## src/rtl/guess_checker_pkg.sv

```systemverilog
// guess_checker_pkg: state encoding, digit constants and BCD helpers shared by the guess checker
package guess_checker_pkg;
   typedef enum logic [2:0] {IDLE, GEN, SHOW, WAIT_ENTRY, CHECK, RESULT, GAME_OVER} state_t;
   localparam int DIGIT_W = 4;
   localparam int NUM_DIGITS = 4;
   localparam logic [DIGIT_W-1:0] EMPTY_DIGIT = 4'hF;
   localparam logic [15:0] LFSR_POLY = 16'hB400;
   // folds each raw nibble into 0-9 so the target is always a valid keypad digit
   function automatic logic [15:0] to_digits(input logic [15:0] raw);
      logic [15:0] d;
      d = '0;
      for (int i = 0; i < NUM_DIGITS; i++)
         d[i*DIGIT_W +: DIGIT_W] = (raw[i*DIGIT_W +: DIGIT_W] > 4'd9) ? raw[i*DIGIT_W +: DIGIT_W] - 4'd10
                                                                    : raw[i*DIGIT_W +: DIGIT_W];
      return d;
   endfunction
   // an empty entry nibble never matches, even against a hypothetical F target
   function automatic logic [NUM_DIGITS-1:0] match_digits(input logic [15:0] entry, input logic [15:0] target);
      logic [NUM_DIGITS-1:0] m;
      m = '0;
      for (int i = 0; i < NUM_DIGITS; i++)
         m[i] = entry[i*DIGIT_W +: DIGIT_W] == target[i*DIGIT_W +: DIGIT_W] && entry[i*DIGIT_W +: DIGIT_W] != EMPTY_DIGIT;
      return m;
   endfunction
endpackage

```

## src/rtl/lfsr16.sv

```systemverilog
// lfsr16: free-running 16-bit Galois LFSR (poly 0xB400), loaded with SEED on reset
//   clk, rst : clock, synchronous active-high reset
//   q        : current LFSR state
module lfsr16
   import guess_checker_pkg::*;
#(
   parameter logic [15:0] SEED = 16'hACE1
) (
   input  logic        clk,
   input  logic        rst,
   output logic [15:0] q
);
   always_ff @(posedge clk)
      if (rst) q <= SEED;
      else q <= (q >> 1) ^ (q[0] ? LFSR_POLY : 16'h0000);
endmodule

```

## config.mk

```make
export PLATFORM = sky130hd
export DESIGN_NAME = lfsr16
export DESIGN_NICKNAME = d
export VERILOG_FILES = /design/src/rtl/guess_checker_pkg.sv /design/src/rtl/lfsr16.sv
export SDC_FILE = /design/constraint.sdc
export NUM_CORES = 1
export LEC_CHECK = 0
export CELL_PAD_IN_SITES_DETAIL_PLACEMENT = 2
export CELL_PAD_IN_SITES_GLOBAL_PLACEMENT = 2
export CORE_MARGIN = 2
export CORE_UTILIZATION = 22
export DETAILED_ROUTE_END_ITERATION = 8
export PLACE_DENSITY = 0.75
export SLEW_MARGIN = 20
export SYNTH_ARGS = -nofsm -noshare
export SYNTH_HDL_FRONTEND = slang
export SYNTH_SLANG_ARGS = --single-unit
export TNS_END_PERCENT = 50
```

## constraint.sdc

```tcl
create_clock -name clk -period 0.8 [get_ports clk]
set_input_delay 0.16 -clock clk [delete_from_list [all_inputs] [get_ports clk]]
set_output_delay 0.16 -clock clk [all_outputs]
set_load 0.01 [all_outputs]
```

## Word level (Yosys, flattened, before mapping)

Cells that the tools add are included.

- Input port bits: 2
- Register bits: 16
- Word-level logic and storage cells: 3

- Mux-type cells: 1
- Bitwise gates (word level): 1

Operators by type and width:

| kind | number |
|---|---|
| $mux W16 | 1 |
| $xor A15 B16 Y16 | 1 |

## Depth between registers and ports, before layout

- Depth in word-level cells: 2
- Gate-level depth with buffers: 2
- Gate-level depth less buffers: 2

## Least setup slack after synthesis

No wires, ideal clock.

- Kind: reg-to-reg
- Start: register q[0]
- End: register q[10]
- Period minus slack after synthesis: 751 ps
- Required time: 683 ps
- Buffers on the path: 0
- Setup time: 117 ps
- Cell stages (with the launch flop): 3
- Arrival time: 634 ps
- Path slack: 49 ps
- Path through: dfxtp_1 > xnor2_1 > nand2b_1

- Longest elaborated chain between the ends: 2

Ends and longest elaborated chain:

| item | RTL line | text |
|---|---|---|
| start, declared | lfsr16.sv:11 | `output logic [15:0] q` |
| start signal, assigned | lfsr16.sv:15 | `else q <= (q >> 1) ^ (q[0] ? LFSR_POLY : 16'h0000);` |
| $mux W16 | lfsr16.sv:15 |  |
| $xor A15 B16 Y16 | lfsr16.sv:15 |  |

No other way between the ends.
A chain may end at the register's enable or synchronous reset.

## Worst setup path after layout

- Start: register q[14]
- End: output q[14]

No word-level cell between the ends.

==> impl_results.md <==
- Dpl cells: 85
- Post-route cell area: 828 um^2
- Yosys top cell by area: dfxtp_1
- Pre-antenna DRT Iters: 1
- RD Place Congestion: approximately 0.66
- Max cap viols: 0
- Final std cells w/o fill: 92
- Endpoints failing setup: 18
- Layout cell share with drive strength beyond 1: 73.8%
- Yosys top cell area share: 69.2%
- Switching power: 396 uW
- Hold Buf Count CTS: 0
- First DRT Iteration DRCs: 0
- Die height: between 40 and 50 um
- Mapped Avg Cell Area: 12.9 um^2
- Wirelength, routed: 1310 um
- Dpl cell area: 701 um^2
- Setup crit end kind: output pin
- Total CTS buffers: 3
- Clock power share: a little under a third
- Pleak: 0.380 nW
- Antenna Cells: 0
- Combinational Power Share: 17.3%
- Worst VDD drop: 0.656 mV
- Min-Delay Endpoint: q[12]
- Remaining DRCs: 0
- Drt wl/cell: 14.2 um
- Worst Setup Slack, final: -109 ps
- DP Wirelength: 714 um
- Top Registers: q: 16 flops
- Seq cells post-synth: 16
- Synth cell types: 8
- Root Driver: clkbuf_4
- Register area share after synthesis: 69.2%
- Setup WS pre-CTS: -312 ps
- Min-delay src: rst
- CTS Buffer Depth: 2
- Setup TNS: -1580 ps
- Total power draw: 1.73 mW
- Largest net degree at the start of global routing: 17
- GR Overflow Total: 0
- Crit path max fanout: 2
- Ports: 18
- Layout net count: 68
- Yosys warns: 0
- Fin. Hold Viols: 0
- Status: complete, but fails checks
- Worst EP required: 640 ps
- Worst slew margin: 90.8%
- Worst Setup Start Kind: register
- Main area contributors after synthesis: dfxtp_1, and2b_1, or2_1, xnor2_1, nand2b_1
- Post-route ant nets: 0
- Worst path arrival time: 750 ps
- Worst path top cell family by delay: flip-flops
- Initial antenna violation count: 0
- Final Cycle Share: 114%
- Count of input and output buffers: 17
- CP cell instances: buf_6
- Vias: 343
- Die area: 0.00249 mm^2
- Clock Latency Late Sink: between 200 and 300 ps
- Die Wd: 49.9 um
- Fin crit period: 909 ps
- HP Class: in -> reg
- Synthesized Nets: 38
- Num Clock Sinks: 16
- Layout Skew: 0.952 ps
- Initial Utilization: between 20% and 30%
- Area grow syn2layout: 78.9%
- Core Util, Final: 41.8%
- CTS H-Tree Depth: 1
- Synth Instances: 36
- Worst reg2reg path depth: 4
- Failing checks: setup timing
- Critical path's largest stage delay: approximately 360 ps
- CP bufs+invs: 1
- Setup slack, reg-to-reg: -100 ps
- Critical-path top delay cell: dfxtp_2
- Vias in the first global route: 384
- Sw Ratio: ~23%
- Num rows: 16
- Sequential share of power: 52.3%
- CTS tree: built
- Worst hold stages: 3
- CTS clock-pin slew for the worst setup and hold paths: 90 ps
- Global-route usage over all layers: 12.1%
- RR Endpoint: q[10]
- Slew Limit Fails: 0
- Power per Cell Area: 2090 mW/mm^2
- Fmax: 1100 MHz
- First-pass GRT wire length: 2090 um
- Critical path class: reg -> out
- FF-to-FF Start: q[11]
- Core Area: between 0.0015 and 0.002 mm^2
- Largest Register: q
- Hold Slack: 311 ps
- Largest register FFs: 16
- Vias per inst: 3.73
- Worst-Margin Slew: between 100 and 150 ps
- Synth Cell Area: 463 um^2
- RSZ-0062 raised after global routing: yes
- P_int: 1.33 mW
[worst reg2reg max path, cell delays in order (launching register included)]
cell and delay [ps]:
dfxtp_2 340, buf_4 120, buf_4 130, xnor2_2 120
nand2b_1 80
[cell usage after synthesis]
library cell  count
and2b_1           6
buf_6             1
dfxtp_1          16
nand2b_1          2
nor2_1            1
nor2b_1           1
or2_1             6
xnor2_1           3
[cells in the final DEF (no fill, tap or decap), drive strengths merged]
master / n
and2b: 6
buf: 25
clkbuf: 4
dfxtp: 16
dlygate4sd2: 1
nand2b: 2
nor2: 1
nor2b: 1
or2: 6
xnor2: 3
[timing repair]
action	in CTS	in global routing
pin swaps	1	3
setup buffers	3	0
gates resized for setup	100	2
setup endpoints to repair	24	21
gates cloned	0	0
[per-layer routing]
layer  track usage (%)  wire, um
met1              13.8       523
met2              20.0       694
met3              3.33        64
met4              6.94        27
met5                 0         0
[power by group through the flow]
stage               Clock (mW)  Combinational, mW  Sequential [mW]
floorplan                    0             0.0579            0.926
global placement             0              0.236            0.897
detailed placement           0              0.242            0.899
CTS                      0.532              0.284            0.902
global route             0.582              0.323            0.912
finish                   0.524              0.299            0.905
[area by class of cell]
class	instances	area, um^2
Timing Repair Buffer	26	264
Sequential cell	16	340
Multi-Input combinational cell	19	154
Fill cell	202	1150
Clock buffer	4	36.3
Tap cell	27	33.8
[cells by family after synthesis]
family,share of synthesized area [%]
xor+xnor,5.68
buf+inv,2.43
flops,69.2
simple gates,22.7
[worst max-delay path by stage]
stage                     startpoint    end  slack, ps  cells after the start
after floorplan                 q[0]  q[10]         50                      2
after global placement           rst   q[3]       -290                      3
after detailed placement         rst  q[14]       -310                      3
after CTS                      q[15]  q[15]       -110                      1
after global routing            q[0]   q[0]       -140                      1
final                          q[14]  q[14]       -110                      1
(Power assumes the default switching activity.)
